$ cat config.mk
export PLATFORM = sky130hd
export DESIGN_NAME = ptp_round_scheduler
export DESIGN_NICKNAME = d
export VERILOG_FILES = /design/src/rtl/ptp_round_scheduler.sv
export SDC_FILE = /design/constraint.sdc
export NUM_CORES = 1
export LEC_CHECK = 0
export ABC_AREA = 1
export BUFFER_PORTS_ARGS = -buffer_cell sky130_fd_sc_hd__clkbuf_2
export CELL_PAD_IN_SITES_DETAIL_PLACEMENT = 1
export CELL_PAD_IN_SITES_GLOBAL_PLACEMENT = 2
export CORE_ASPECT_RATIO = 0.9
export CORE_MARGIN = 2
export CORE_UTILIZATION = 29
export CTS_CLUSTER_DIAMETER = 150
export DETAILED_ROUTE_END_ITERATION = 12
export GPL_ROUTABILITY_DRIVEN = 0
export HOLD_SLACK_MARGIN = 0.12
export PLACE_DENSITY = 0.79
export SLEW_MARGIN = 25
export SYNTH_ARGS = -nofsm -noshare
export SYNTH_HDL_FRONTEND = slang
export SYNTH_SLANG_ARGS = --single-unit
$ cat constraint.sdc
create_clock -name clock -period 5.1 [get_ports clock]
set_input_delay 0.51 -clock clock [delete_from_list [all_inputs] [get_ports clock]]
set_output_delay 0.51 -clock clock [all_outputs]
set_load 0.02 [all_outputs]
$ cat src/rtl/ptp_round_scheduler.sv
// ============================================================================
// Module   : ptp_round_scheduler
// Brief    : Runs 2^ROUNDS_LOG2 PTP measurement rounds, averages accepted
//            travel times and exposes control/status over an Avalon-MM slave.
//            Optional WAIT timeout is enabled by defining PTP_SCHED_TIMEOUT_EN.
// Revision : 1.0 - initial release
// ============================================================================
`default_nettype none

module ptp_round_scheduler #(
    parameter int ROUNDS_LOG2    = 3,
    parameter int GAP_CYCLES     = 7000,
    parameter int MAX_FAILS      = 16,
    parameter int TIMEOUT_CYCLES = 50000000
) (
    input  logic        clock,
    input  logic        reset,
    input  logic [15:0] avalon_slave_address,
    input  logic        avalon_slave_write,
    input  logic [31:0] avalon_slave_writedata,
    input  logic        avalon_slave_read,
    output logic [31:0] avalon_slave_readdata,
    output logic        avalon_slave_waitrequest,
    output logic        ptp_start,
    output logic        ptp_role,
    input  logic        ptp_conv_finished,
    input  logic [31:0] ptp_travel_time,
    output logic        sched_busy,
    output logic        sched_done,
    output logic [31:0] avg_travel_time
);

    localparam int c_SUM_W = 32 + ROUNDS_LOG2;
    localparam int c_CNT_W = ROUNDS_LOG2 + 1;
    localparam int c_GAP_W = (GAP_CYCLES > 1) ? $clog2(GAP_CYCLES) : 1;
    localparam logic [c_CNT_W-1:0] c_ROUNDS   = c_CNT_W'(1 << ROUNDS_LOG2);
    localparam logic [c_GAP_W-1:0] c_GAP_LAST = (GAP_CYCLES > 1) ? c_GAP_W'(GAP_CYCLES - 1) : '0;
    localparam logic [7:0]         c_MAX_FAILS = (MAX_FAILS > 255) ? 8'd255 : 8'(MAX_FAILS);

    typedef enum logic [2:0] {
        S_IDLE  = 3'd0,
        S_START = 3'd1,
        S_WAIT  = 3'd2,
        S_ACCUM = 3'd3,
        S_GAP   = 3'd4,
        S_DONE  = 3'd5
    } state_t;

    state_t               r_state;
    logic                 r_start;
    logic                 r_role;
    logic                 r_busy;
    logic                 r_done;
    logic                 r_error;
    logic [7:0]           r_fail_cnt;
    logic [c_SUM_W-1:0]   r_sum;
    logic [c_CNT_W-1:0]   r_count;
    logic [31:0]          r_avg;
    logic [31:0]          r_last;
    logic [31:0]          r_rdata;
    logic                 r_wait_flag;
    logic                 r_conv_prev;
    logic [c_GAP_W-1:0]   r_gap_cnt;

    logic [7:0]           w_idx;
    logic                 w_wait_req;
    logic                 w_wr_en;
    logic                 w_go;
    logic                 w_abort;
    logic                 w_rise;
    logic                 w_timed_out;
    logic                 w_accept;
    logic [7:0]           w_fail_next;
    logic [c_CNT_W-1:0]   w_cnt_next;
    logic [31:0]          w_rd_data;
    logic                 w_unused_bits;

`ifdef PTP_SCHED_TIMEOUT_EN
    localparam int c_TO_W = (TIMEOUT_CYCLES > 1) ? $clog2(TIMEOUT_CYCLES) : 1;
    localparam logic [c_TO_W-1:0] c_TO_LAST = (TIMEOUT_CYCLES > 1) ? c_TO_W'(TIMEOUT_CYCLES - 1) : '0;
    logic [c_TO_W-1:0]    r_wait_cnt;
    logic                 r_timed_out;
    assign w_timed_out = r_timed_out;
`else
    assign w_timed_out = 1'b0;
`endif

    assign w_idx         = avalon_slave_address[15:8];
    assign w_wait_req    = avalon_slave_read && r_wait_flag;
    assign w_wr_en       = avalon_slave_write && !w_wait_req;
    assign w_go          = w_wr_en && (w_idx == 8'h00) && avalon_slave_writedata[0];
    assign w_abort       = w_wr_en && (w_idx == 8'h00) && avalon_slave_writedata[2];
    assign w_rise        = ptp_conv_finished && !r_conv_prev;
    assign w_accept      = !w_timed_out && (ptp_travel_time > 32'd1);
    assign w_fail_next   = (r_fail_cnt == 8'hFF) ? 8'hFF : r_fail_cnt + 8'd1;
    assign w_cnt_next    = r_count + c_CNT_W'(1);
    assign w_unused_bits = ^{avalon_slave_address[7:0], avalon_slave_writedata[31:3]};

    always_comb begin
        w_rd_data = 32'hDEADBEEF;
        case (w_idx)
            8'h00:   w_rd_data = {29'd0, r_error, r_done, r_busy};
            8'h01:   w_rd_data = r_avg;
            8'h02:   w_rd_data = r_last;
            8'h03:   w_rd_data = {24'd0, r_fail_cnt};
            default: w_rd_data = 32'hDEADBEEF;
        endcase
    end

    always_ff @(posedge clock or posedge reset) begin
        if (reset) begin
            r_state     <= S_IDLE;
            r_start     <= 1'b0;
            r_role      <= 1'b0;
            r_busy      <= 1'b0;
            r_done      <= 1'b0;
            r_error     <= 1'b0;
            r_fail_cnt  <= 8'd0;
            r_sum       <= '0;
            r_count     <= '0;
            r_avg       <= 32'd0;
            r_last      <= 32'd0;
            r_rdata     <= 32'd0;
            r_wait_flag <= 1'b1;
            r_conv_prev <= 1'b0;
            r_gap_cnt   <= '0;
`ifdef PTP_SCHED_TIMEOUT_EN
            r_wait_cnt  <= '0;
            r_timed_out <= 1'b0;
`endif
        end else begin
            r_conv_prev <= ptp_conv_finished;
            r_start     <= 1'b0;

            // One wait cycle per read: data is captured while waitrequest is high.
            if (!avalon_slave_read) begin
                r_wait_flag <= 1'b1;
            end else if (r_wait_flag) begin
                r_wait_flag <= 1'b0;
                r_rdata     <= w_rd_data;
            end

            case (r_state)
                S_IDLE: begin
                end
                S_START: begin
                    r_state <= S_WAIT;
`ifdef PTP_SCHED_TIMEOUT_EN
                    r_wait_cnt  <= '0;
                    r_timed_out <= 1'b0;
`endif
                end
                S_WAIT: begin
                    if (w_rise) begin
                        r_state <= S_ACCUM;
`ifdef PTP_SCHED_TIMEOUT_EN
                    end else if (r_wait_cnt == c_TO_LAST) begin
                        r_timed_out <= 1'b1;
                        r_state     <= S_ACCUM;
                    end else begin
                        r_wait_cnt <= r_wait_cnt + c_TO_W'(1);
`endif
                    end
                end
                S_ACCUM: begin
                    r_gap_cnt <= '0;
                    if (w_accept) begin
                        r_sum   <= r_sum + c_SUM_W'(ptp_travel_time);
                        r_count <= w_cnt_next;
                        r_last  <= ptp_travel_time;
                        r_state <= (w_cnt_next == c_ROUNDS) ? S_DONE : S_GAP;
                    end else begin
                        r_fail_cnt <= w_fail_next;
                        if (w_fail_next >= c_MAX_FAILS) begin
                            r_error <= 1'b1;
                            r_busy  <= 1'b0;
                            r_state <= S_IDLE;
                        end else begin
                            r_state <= S_GAP;
                        end
                    end
                end
                S_GAP: begin
                    if (r_gap_cnt == c_GAP_LAST) begin
                        r_start <= 1'b1;
                        r_state <= S_START;
                    end else begin
                        r_gap_cnt <= r_gap_cnt + c_GAP_W'(1);
                    end
                end
                S_DONE: begin
                    if (!w_abort) begin
                        r_avg <= r_sum[c_SUM_W-1:ROUNDS_LOG2];
                    end
                    r_done  <= 1'b1;
                    r_busy  <= 1'b0;
                    r_state <= S_IDLE;
                end
                default: r_state <= S_IDLE;
            endcase

            // Register writes act after the state update so an ACCUM sample is never dropped.
            if (w_abort && (r_state != S_IDLE)) begin
                r_state <= S_IDLE;
                r_busy  <= 1'b0;
                r_start <= 1'b0;
                r_done  <= 1'b0;
            end else if (w_go && (r_state == S_IDLE) && !w_abort) begin
                r_state    <= S_START;
                r_start    <= 1'b1;
                r_role     <= avalon_slave_writedata[1];
                r_sum      <= '0;
                r_count    <= '0;
                r_fail_cnt <= 8'd0;
                r_error    <= 1'b0;
                r_done     <= 1'b0;
                r_busy     <= 1'b1;
            end
        end
    end

    assign avalon_slave_readdata    = r_rdata;
    assign avalon_slave_waitrequest = w_wait_req;
    assign ptp_start                = r_start;
    assign ptp_role                 = r_role;
    assign sched_busy               = r_busy;
    assign sched_done               = r_done;
    assign avg_travel_time          = r_avg;

endmodule

`default_nettype wire

Yosys cells after proc, flatten, opt, wreduce, memory -nomap -nowiden
Index checks and enable logic that the tools add are counted.

Logic and storage cells: 107. Output and inout bits: 69. Register bits: 166.

Equality and inequality tests: 17. Add/subtract/negate cells: 4. Bitwise gates (word level): 2. Reductions and logical operators: 25. Magnitude comparators: 2. Mux-type cells: 42.

Operators by type and width (count): $mux 35 (4); $pmux 32 s4 (1); $mux 8 (5); $add 35x32->35 (1); $gt 32x1->1 const B (1); $pmux 13 s2 (1); $mux 1 (18); $mux 3 (6); $eq 8x2->1 const B (2); $mux 4 (4); $ne 4x4->1 const B (4); $pmux 3 s5 (1); $add 13x1->13 const B (1); $eq 13x13->1 const B (1); $mux 13 (1); $reduce_and 2->1 (5); $logic_and 1x1->1 (9); $add 8x1->8 const B (1); $eq 8x1->1 const B (1); $eq 8x8->1 const B (1); $ge 8x5->1 const B (1); $logic_not 8->1 (1); $eq 3x2->1 const B (2); $eq 3x3->1 const B (2); 13 further kinds (18).

Longest topological paths before layout
Gate-level depths: netlist (run 1).

Word-level depth: 9. Depth in mapped cells: 14. Gate-level depth less buffers: 14.

Worst setup path before layout (run 1)
No wires, ideal clock.

Path kind: in2reg. Start point: input port ptp_travel_time[0]. End point: register r_sum[22]. Data arrival time: 2.025 ns. Path slack: 2.955 ns. Cell stages on the path: 14. Required time: 4.980 ns. Buffers on the path: 0. Setup time: 0.120 ns. Cell sequence: ha_1 -> fa_1 -> nand3_1 -> nand3_1 -> nand2_1 -> nand2_1 -> nand2_1 -> nand2_1 -> nand2_1 -> nand2_1 -> nand2_1 -> nand2_1 -> o21ai_0 -> inv_1.

Longest elaborated chain between the ends: 5. Elaborated cells between the ends (all ways): 6. Classes of those cells: add/sub (1); order compare (1); mux (4).

Ends and longest elaborated chain: from (decl) (line 27) `input logic [31:0] ptp_travel_time,`; $add 35x32->35 / $gt 32x1->1 (equally long branches) (line 168, 94); $mux 35 * (line 167) `if (w_accept) begin`; $mux 35 * (line 143) `case (r_state)`; $mux 35 (line 208) `end else if (w_go && (r_state == S_IDLE) && !w_abort) begin`; $mux 35 * (line 203) `if (w_abort && (r_state != S_IDLE)) begin`; to (signal assigned) (line 168) `r_sum <= r_sum + c_SUM_W'(ptp_travel_time);`; to (decl) (line 56) `logic [c_SUM_W-1:0] r_sum;`.

Mark *: on every way between the ends. The rest lies on a longest branch, timed or not. A chain may end at the register's enable or synchronous reset.

Final worst setup path (run 1)
Start point: register r_wait_flag. End point: output port avalon_slave_waitrequest.

Longest elaborated chain between the ends: 1.

Ends and longest elaborated chain: from (decl) (line 61) `logic r_wait_flag;`; from (signal assigned) (line 124) `r_wait_flag <= 1'b1;`; from (signal assigned) (line 137) `r_wait_flag <= 1'b1;`; from (signal assigned) (line 139) `r_wait_flag <= 1'b0;`; $logic_and 1x1->1 (line 89) `assign w_wait_req = avalon_slave_read && r_wait_flag;`; to (decl) (line 23) `output logic avalon_slave_waitrequest,`.

No other way between the ends.

==> impl_results.md, run 1 <==
* Synth Instances at roughly 1400
* DIE AREA at ~0.036 mm2
* Worst Setup Path Type: reg2out
* DRC violations left at 0
* Core area at between 0.03 and 0.04 mm2
* Seq/Total Area, Yosys at 0.4167
* IO buf count at ~120
* Clock sinks at around 170
* CTS buffer count at 17
* Main combinational cell family by area after synthesis: simple AND/OR/NAND/NOR gates
* CTS tree: done
* Most common cell in the synthesized netlist: nand2_1
* Syn. warnings at 0
* Area leader, netlist: dfrtp_1
* Synthesis-to-layout area growth at 15.87%
* Worst Setup End Kind: output pin
* Largest net degree at the start of global routing at between 90 and 100
* Setup Fix Bufs, Post-CTS at 0
* CP Data Arrival Time at 2.43 ns
* Count of flip-flops with a built-in enable after synthesis at 0
* Slew margin rel. at 0.3264
* Resize count post-CTS at 0
* Final worst setup slack at between 2 and 2.5 ns
* DP Cell Count at 1947
* Die Y at ~180 um
* Area of the mapped netlist at approximately 0.01 mm2
* Max VDD drop at between 0.2 and 0.3 mV
* Tcrit/Tclk final at 0.5767
* Synth Area in Simple Gates at 0.2648
* Worst reg2reg startpoint: r_state[1]$_DFFE_PP0P_
* Compound-Gate Fraction of Synth Area at 0.1419
* Clk pin slew, worst setup/hold paths at approximately 0.070 ns
* Mux contribution to synthesized area at 0
* Actual slew at the worst max-slew pin at between 1 and 1.5 ns
* Crit path max-delay cell type: clkinv_1
* Maximum clock frequency at roughly 0.34 GHz
* Initial DRC Count at between 400 and 500
* Flop-to-flop setup slack at 2.48 ns
* DP Wirelength at between 20 and 30 mm
* Crit-path max cell delay at 0.87 ns
* IO Count at between 150 and 200
* Maximum root-to-sink buffer count at 2
* Reg2reg end: r_sum[20]$_DFF_PP0_
* Distinct cells, synth at 44
* Final Setup Violations at 0
* Min Tclk post-route at 2.941 ns
* Setup TNS at 0 ns
* DRT Pass-1 Iters at 4
* Pwr/cell area at around 530 mW/mm2
* Synth Register Bits at approximately 170
* Vias in the first global route at around 9700
* Status: completed
* Dpl ws at about 2.2 ns
* H-tree levels at 4
* Final Hold Viols at 0
* Non-Filler Instances at between 1500 and 2000
* Post-DR wirelength/cell at approximately 17 um
* FF-to-FF path depth at 8
* Worst hold-check path type: in2reg
* Via/cell ratio at roughly 4.7
* ANT cells at 0
* Critical path required time at around 4.6 ns
* Synth area leaders: dfrtp_1 41%, nand2_1 15%, inv_1 8.7%
* Asr flop ratio synth at 1.000
* CP top delay family: buffers and inverters
* Top-area cell type share of the netlist area at 0.4141
* Die W at approximately 200 um
* WHS Endpoint: r_wait_flag$_DFF_PP1_
* First-pass GRT wire length at approximately 55 mm
* Critical Path Source Type: flip-flop
* Fin util at 0.3403
* Unrepaired setup endpoints after global routing: false
* Buffers and inverters on the worst path at 2
* Hold path startpoint: avalon_slave_read
* Post-synthesis adder-cell area fraction at 0.04593
* Starting Density at 0.2937
* Worst hold stages at 2
* DRT antenna net count at 0
* Clock Latency Late Sink at 0.44 ns
* Grt total ovfl at 0
* Crit path cell chain: nand2_1 -> clkinv_1 -> clkbuf_2
* Root buffer cell: clkbuf_16
* CTS Hold Bufs at 0
* Syn_area_per_cell at 7.127 um2
* Fin. max-slew vios at 0
* Critical Path Fanout Max at 27
* XOR/XNOR share of the synthesized area at 0.02108
* Maximum Capacitance Violations at 0
* Routed wire length at around 35 mm
* Leak at slightly below 6 nW
* Rows at 64
* Fin Hold WS at 0.1956 ns
* Syn Nets at 1520
* Final #Nets at approximately 1600
* Top FF cell, synth: dfrtp_1
* Proportion of layout cells with a drive suffix above 1 at 0.1134
* Initial antenna violation count at 0
* Tot GR Track Use at 0.1981
* Clock Skew at between 0.009 and 0.01 ns
* Commonest cells post-synth: 401 x nand2_1, 230 x inv_1, 165 x dfrtp_1, 123 x nor2_1, 102 x a21oi_1
* Vias at 9343
[flip-flops by register name, indices dropped and copies added, names as in the netlist]
| signal | flops |
|---|---|
| r_sum | 35 |
| avalon_slave_readdata | 32 |
| avg_travel_time | 32 |
| r_last | 32 |
| r_gap_cnt | 13 |
| r_fail_cnt | 8 |
| r_count | 4 |
| r_state | 3 |
| ptp_role | 1 |
| ptp_start | 1 |
| r_conv_prev | 1 |
| r_error | 1 |
| r_wait_flag | 1 |
| sched_busy | 1 |
| sched_done | 1 |
[per-layer routing]
| layer | wire length (um) | global-route usage | vias to the layer above |
|---|---|---|---|
| li1 | - | - | 4658 |
| met5 | 0 | 0 | - |
| met2 | 15000 | 0.3015 | 125 |
| met3 | 858 | 0.02383 | 24 |
| met4 | 369 | 0.04178 | 0 |
| met1 | 18300 | 0.2994 | 4536 |
[through the flow]
| stage | area [um2] | total power [mW] |
|---|---|---|
| floorplan | 9971 | 3.928 |
| global placement | 10980 | 4.737 |
| detailed placement | 10980 | 4.812 |
| CTS | 11550 | 6.141 |
| global route | 11550 | 6.634 |
| finish | 11550 | 6.096 |
[how the worst max path moves through the flow]
stage                                     start                                   end  slack (ns)  cells past startpoint
after floorplan                           reset  avalon_slave_readdata[0]$_DFFE_PP0P_        0.10                      1
after global placement       ptp_travel_time[0]                   r_sum[22]$_DFF_PP0_        2.22                     15
after detailed placement     ptp_travel_time[0]                   r_sum[22]$_DFF_PP0_        2.20                     15
after CTS                 r_wait_flag$_DFF_PP1_              avalon_slave_waitrequest        2.06                      3
after global routing      r_wait_flag$_DFF_PP1_              avalon_slave_waitrequest        1.94                      3
final                     r_wait_flag$_DFF_PP1_              avalon_slave_waitrequest        2.16                      3
[logic make-up after synthesis]
| group | count (synthesis) |
|---|---|
| flip-flops | 166 |
| buffers and inverters | 273 |
| AND/OR/NAND/NOR | 638 |
| XOR/XNOR | 24 |
| AO/OA/AOI/OAI | 262 |
| adder cells (fa/ha/maj) | 36 |
[worst reg2reg max path: cells and delay by family (launching register included)]
family	cells	cell delay [ns]
flops	1	0.43
buf+inv	4	1.06
simple gates	4	1.04
[layout by cell type (no fill, tap or decap), drive strengths merged]
cell / instances
nand3: 65
dfstp: 1
xnor2: 15
nand3b: 1
o21a: 2
nor4: 4
a22o: 7
o31ai: 3
nand4: 18
o21bai: 4
or2: 1
clkbuf: 136
o21ai: 108
dfrtp: 165
a21boi: 1
clkinvlp: 1
nor2: 128
nor3: 18
nand2: 401
o22ai: 26
a21o: 2
fa: 1
a211oi: 3
nor3b: 1
clkinv: 7
inv: 240
o211ai: 2
a31oi: 2
xor2: 9
a21oi: 102
buf: 6
and2: 1
bufinv: 1
ha: 35
[where the power goes]
group          internal (mW)  switching (mW)  total (mW)  leakage (nW)
clock                  0.708           0.595        1.30         0.283
sequential              1.74           0.355        2.09          1.94
combinational          0.900            1.80        2.70          3.69
total                   3.35            2.75        6.10          5.91
[cell type report]
| cell class | count | area (um2) |
|---|---|---|
| timing repair buffer | 122 | 625.6 |
| multi-input combinational | 960 | 4723 |
| clock inverter | 12 | 120.1 |
| sequential | 166 | 4155 |
| inverter | 237 | 894.6 |
| clock buffer | 20 | 456.7 |
| tap | 462 | 578.1 |
| fill | 4312 | 22400 |
Note: power is estimated with default switching activity, not from simulation.
==> run 2, diff against run 1 <==
- CORE_UTILIZATION: 29 -> 32
- PLACE_DENSITY: 0.79 -> 0.83
- clock period: 5.1 -> 2.75 ns (I/O delays scaled with it)
==> impl_results.md, run 2 (synthesis gave the netlist of run 1 again) <==
* Vias at 9631 (+3.1%)
* H-tree levels at 4 (unchanged)
* Final #Nets at 1649 (+1.5%)
* Biggest register: r_sum
* Total power at 11.49 mW (+88%)
* First-pass GRT wire length at 54.74 mm (-0.29%)
* Critical Path Fanout Max at 4 (-85%)
* Proportion of layout cells with a drive suffix above 1 at 0.1207 (+0.007319)
* Worst Setup Path Type: in2reg
* Most common cell after layout, fill and taps aside: nand2_1
* DRT Pass-1 Iters at 5 (+1)
* Leak at 6.032 nW (+2.1%)
* Pwr/cell area at 976.7 mW/mm2 (+85%)
* Die Y at 171.5 um (-4.7%)
* Most frequent cells in the layout: 401 x nand2_1, 229 x inv_1, 165 x dfrtp_1, 123 x nor2_1, 116 x clkbuf_2
* Unrepaired setup endpoints after global routing: false
* Root buffer cell: clkbuf_16
* Worst hold-check path type: in2reg
* Vias in the first global route at 9863 (+2.1%)
* Worst Setup End Kind: flip-flop
* Rows at 61 (-4.7%)
* CTS buffer count at 17 (unchanged)
* Synthesis-to-layout area growth at 17.94%
* Clock Latency Late Sink at 0.43 ns (about the same)
* DRC violations left at 0 (unchanged)
* Grt total ovfl at 0 (unchanged)
* Clk pin slew, worst setup/hold paths at 0.07 ns (about the same)
* Clock sinks at 166 (unchanged)
* IO Count at 154 (unchanged)
* Tcrit/Tclk final at 0.9006
* DIE AREA at 0.03259 mm2 (-9.2%)
* FF-to-FF path depth at 8 (unchanged)
* CP Data Arrival Time at 2.80 ns (+0.37 ns)
* Flip-flop count of the largest register after layout at 35 (unchanged)
* Final Setup Violations at 0 (unchanged)
* Die W at 190.1 um (-4.7%)
* Critical path required time at 3.07 ns (-1.52 ns)
* CTS tree: done
* Maximum root-to-sink buffer count at 2 (unchanged)
* Maximum Capacitance Violations at 0 (unchanged)
* Setup Fix Bufs, Post-CTS at 0 (unchanged)
* Largest net degree at the start of global routing at 111 (+12%)
* Max VDD drop at 0.5040 mV (+87%)
* Initial antenna violation count at 0 (unchanged)
* Starting Density at 0.3242 (+0.03050)
* Initial DRC Count at 475 (-1.7%)
* Via/cell ratio at 4.939 (+4.6%)
* Clock Skew at 0.01475 ns (+0.004805 ns)
* Post-DR wirelength/cell at 17.78 um (+1.9%)
* Fin. max-slew vios at 0 (unchanged)
* Final Hold Viols at 0 (unchanged)
* Setup TNS at 0 ns (unchanged)
* Maximum clock frequency at about 0.40 GHz
* Actual slew at the worst max-slew pin at 0.8103 ns (-0.2001 ns)
* ANT cells at 0 (unchanged)
* Routed wire length at 34.68 mm (+0.45%)
* Status: completed
* Worst hold stages at 3 (+1)
* Tot GR Track Use at 0.2180 (+0.01995)
* DP Wirelength at 27.18 mm (+0.92%)
* IO buf count at 116 (unchanged)
* Slew margin rel. at 0.4592 (+0.1328)
* DRT antenna net count at 0 (unchanged)
* Core area at 0.03076 mm2 (-9.4%)
* Critical Path Source Type: input port
* Min Tclk post-route at around 2.5 ns
run 2: cell count changes in the layout (fill, tap and decap cells not counted), sizes merged:
cell         delta
buf            +15
dlygate4sd3     +9
clkinv          -5
clkinvlp        +3
bufinv          +2
clkbuf          +2
inv             -2
run 2: per-layer routing:
layer,vias to the layer above,GRT usage,part of all wire
li1,4708,-,-
met1,4746,0.3091,0.50
met2,147,0.3559,0.46
met3,30,0.02408,0.027
met4,0,0.05393,0.015
met5,-,0,0
run 2: layout make-up:
| class | count | area, um2 |
|---|---|---|
| sequential | 166 | 4155 |
| timing repair buffer | 146 | 865.8 |
| fill | 3876 | 19000 |
| clock buffer | 22 | 464.2 |
| multi-input combinational | 960 | 4726 |
| tap | 409 | 511.7 |
| inverter | 237 | 893.4 |
| clock inverter | 10 | 143.9 |
run 2: timing repair:
| action | in CTS | in global routing |
|---|---|---|
| setup endpoints to repair | 0 | 1 |
| hold buffers | 9 | 0 |
| endpoints found under the hold margin | 117 | 0 |
| resized for setup | 0 | 1 |
run 2: metrics by stage:
stage / area, um2 / cells / utilization / hold WS (ns) / worst slack, ns
detailed placement: 11060 / 1909 / 0.3596 / 0.4181 / 0.2788
CTS: 11760 / 1950 / 0.3823 / 0.1278 / 0.1696
global route: 11760 / 1950 / 0.3823 / 0.1536 / 0.06007
global placement: 11060 / 1909 / 0.3596 / 0.4099 / 0.2914
floorplan: 9975 / 1399 / - / 0.3012 / 0.3631
finish: 11760 / 1950 / 0.3823 / 0.1409 / 0.2732
run 2: power by group:
part / leakage (nW) / switching (mW) / internal [mW]
combinational: 3.81 / 3.37 / 1.71
clock: 0.288 / 1.05 / 1.49
sequential: 1.94 / 0.645 / 3.22
run 2: critical path, cell delays in order:
cell and delay [ns]:
dlygate4sd3_1 0.54, clkbuf_2 0.12, ha_1 0.27, fa_2 0.42, nand3_1 0.11, nand3_1 0.17
nand2_1 0.11, nand2_1 0.10, nand2_1 0.08, nand2_1 0.13, nand2_1 0.09, nand2_1 0.07
nand2_1 0.07, nand2_1 0.04, o21ai_0 0.16, inv_1 0.05
run 2: final timing paths:
kind / startpoint / endpoint / slack, ns
setup / recovery: ptp_travel_time[0] / r_sum[22]$_DFF_PP0_ / 0.27
hold / removal: ptp_travel_time[28] / r_last[28]$_DFFE_PP0P_ / 0.14
setup reg to reg: r_state[1]$_DFFE_PP0P_ / r_count[2]$_DFF_PP0_ / 0.34
hold reg to reg: r_last[8]$_DFFE_PP0P_ / r_last[8]$_DFFE_PP0P_ / 0.48
max in group asynchronous: reset / avg_travel_time[9]$_DFFE_PP0P_ / 1.56
min in group asynchronous: reset / sched_done$_DFFE_PP0P_ / 0.58
==> run 3, diff against run 2 <==
--- a/config.mk
+++ b/config.mk
@@ -10,6 +10,5 @@
 export CELL_PAD_IN_SITES_DETAIL_PLACEMENT = 1
 export CELL_PAD_IN_SITES_GLOBAL_PLACEMENT = 2
-export CORE_ASPECT_RATIO = 0.9
-export CORE_MARGIN = 2
+export CORE_MARGIN = 1
 export CORE_UTILIZATION = 32
 export CTS_CLUSTER_DIAMETER = 150
==> constraint.sdc (replaced) <==
create_clock -name clock -period 2.75 [get_ports clock]
set_input_delay 0.275 -clock clock [delete_from_list [all_inputs] [get_ports clock]]
set_output_delay 0.275 -clock clock [all_outputs]
set_load 0.05 [all_outputs]
==> impl_results.md, run 3 (synthesis gave the netlist of run 1 again) <==
* Status: completed
* Initial DRC Count at 577 (+21%)
* Worst Setup Path Type: in2reg
* Final Setup Violations at 0 (unchanged)
* Critical Path Stages at 16 (unchanged)
* Reg area at 0.004155 mm2 (unchanged)
* DP Wirelength at 26.85 mm (-1.2%)
* Actual slew at the worst max-slew pin at 0.6998 ns (-0.1105 ns)
* Initial antenna violation count at 0 (unchanged)
* Worst hold-check path type: in2reg
* Slew margin rel. at 0.5329 (+0.07374)
* Starting Density at 0.3260 (+0.001790)
* Worst hold stages at 3 (unchanged)
* DRT Pass-1 Iters at 5 (unchanged)
* FF-to-FF path depth at 8 (unchanged)
* Tcrit/Tclk final at 0.9032 (+0.002551)
* Synthesis-to-layout area growth at 17.82%
* Worst Setup End Kind: flip-flop
* CP Data Arrival Time at 2.81 ns (about the same)
* Vias at 9642 (+0.11%)
* Root buffer cell: clkbuf_16
* ANT cells at 0 (unchanged)
* Post-DR wirelength/cell at 17.72 um (-0.35%)
* Critical Path Source Type: input port
* H-tree levels at 4 (unchanged)
* Setup TNS at 0 ns (unchanged)
* Fin. max-slew vios at 0 (unchanged)
* Max VDD drop at 0.3409 mV (-32%)
* Unrepaired setup endpoints after global routing: false
* Footprint of the multi-input gates at 0.004726 mm2 (unchanged)
* CP top delay family: simple AND/OR/NAND/NOR gates
* Critical Path Fanout Max at 4 (unchanged)
* Routed wire length at 34.40 mm (-0.81%)
* Critical path required time at 3.08 ns (about the same)
* CTS buffer count at 17 (unchanged)
* Die W at 178.5 um (-6.1%)
* Rows at 64 (+4.9%)
* DRC violations left at 0 (unchanged)
* IO buf count at 116 (unchanged)
* First-pass GRT wire length at 54.86 mm (+0.20%)
* DP Cell Count at 1893 (-0.84%)
* Clk pin slew, worst setup/hold paths at 0.07 ns (about the same)
* Tot GR Track Use at 0.2264 (+0.008397)
* Non-Filler Instances at 1941 (-0.46%)
* Min Tclk post-route at 2.484 ns (+0.007015 ns)
* Clock Latency Late Sink at 0.44 ns (about the same)
* Largest net degree at the start of global routing at 83 (-25%)
* Vias in the first global route at 9871 (+0.081%)
* Top cell by count, worst path: nand2_1
* Leak at 6.037 nW (about the same)
* Most common cell after layout, fill and taps aside: nand2_1
* Grt total ovfl at 0 (unchanged)
* Crit-path max cell delay at 0.54 ns (about the same)
* Maximum clock frequency at 0.4026 GHz (-0.28%)
* Biggest register: r_sum
* Crit path cell chain: dlygate4sd3_1 -> clkbuf_2 -> ha_1 -> fa_2 -> nand3_1 -> nand3_1 -> nand2_1 -> nand2_1 -> nand2_1 -> nand2_1 -> nand2_1 -> nand2_1 -> nand2_1 -> nand2_1 -> o21ai_0 -> inv_1
* Crit path max-delay cell type: dlygate4sd3_1
* Proportion of layout cells with a drive suffix above 1 at 0.1204 (-0.0003125)
* IO Count at 154 (unchanged)
* Buffers and inverters on the worst path at 3 (unchanged)
* Most frequent cells in the layout: 401 x nand2_1, 229 x inv_1, 165 x dfrtp_1, 123 x nor2_1, 116 x clkbuf_2
* Die Y at 178.5 um (+4.1%)
* Via/cell ratio at 4.968 (+0.58%)
* Maximum Capacitance Violations at 0 (unchanged)
* Final Hold Viols at 0 (unchanged)
* Filler cell count at 3874 (-0.052%)
* Clock sinks at 166 (unchanged)
* Clock Skew at 0.01205 ns (-0.002695 ns)
* Flip-flop count of the largest register after layout at 35 (unchanged)
* Final #Nets at 1653 (+0.24%)
* Pwr/cell area at 1005 mW/mm2 (+2.9%)
* Maximum root-to-sink buffer count at 2 (unchanged)
* CTS tree: done
* DIE AREA at 0.03187 mm2 (-2.2%)
* Core area at 0.03059 mm2 (-0.55%)
* DRT antenna net count at 0 (unchanged)
[run 3: cell count changes in the layout (fill, tap and decap cells not counted)]
cell           before  now
inv_6               3    7
clkinvlp_4          4    2
dlygate4sd3_1       9   16
clkinv_2            1    4
clkinv_4            0    1
inv_8               0    1
buf_4              18   15
clkbuf_8            2    0
clkbuf_1            3    0
bufinv_16           3    1
[run 3: power by group]
group          total, mW  switching [mW]  leakage [nW]  internal, mW
Clock               2.36            1.09         0.281          1.27
Sequential          3.86           0.638          1.94          3.22
Combinational       5.59            3.87          3.82          1.72
Total               11.8            5.60          6.04          6.21
[run 3: worst register-to-register path: stages (launching register included)]
cell     delay, ns
dfrtp_1       0.43
inv_2         0.08
nor3_4        0.33
inv_2         0.21
nor2_8        0.42
buf_12        0.32
buf_4         0.25
o21ai_0       0.10
a21oi_1       0.17
[run 3: routing by layer]
layer  GRT usage  routed length [um]  vias to the layer above
li1            -                   -                     4726
met1      0.3278               17220                     4698
met2      0.3503               15340                      185
met3     0.02771                1206                       33
met4     0.06709                 632                        0
met5           0                   0                        -
[run 3: timing repair]
action,in CTS,in global routing
endpoints found under the setup margin,0,1
hold endpoints to repair,29,0
gates resized for setup,0,1
hold buffers,16,0
setup buffers,0,0
[run 3: final timing paths]
| check | end | slack [ns] | from |
|---|---|---|---|
| worst max register to register | r_sum[6]$_DFF_PP0_ | 0.37 | r_state[1]$_DFFE_PP0P_ |
| min in group asynchronous | avg_travel_time[2]$_DFFE_PP0P_ | 0.39 | reset |
| max in group asynchronous | sched_done$_DFFE_PP0P_ | 1.55 | reset |
| worst max-delay path | r_sum[22]$_DFF_PP0_ | 0.27 | ptp_travel_time[0] |
| worst min-delay path | r_last[17]$_DFFE_PP0P_ | 0.14 | ptp_travel_time[17] |
| worst min register to register | r_last[3]$_DFFE_PP0P_ | 0.48 | r_last[3]$_DFFE_PP0P_ |
[run 3: area by class of cell]
cell class                 instances  area share
timing repair buffer             150     0.07775
inverter                         237     0.07605
tap                              396     0.04218
sequential                       166      0.3537
clock inverter                    15     0.01182
multi-input combinational        960      0.4023
clock buffer                      17     0.03621
[run 3: metrics by stage]
step	setup slack [ns]	instance area [um2]	total power, mW	util	hold WS [ns]
floorplan	0.3631	9975	7.718	-	0.3012
global placement	0.2879	11020	9.252	0.3603	0.2971
detailed placement	0.2523	11020	9.423	0.3603	0.2984
CTS	0.1680	11750	11.87	0.3840	0.1231
global route	0.04828	11750	12.79	0.3840	0.1508
finish	0.2662	11750	11.81	0.3840	0.1428
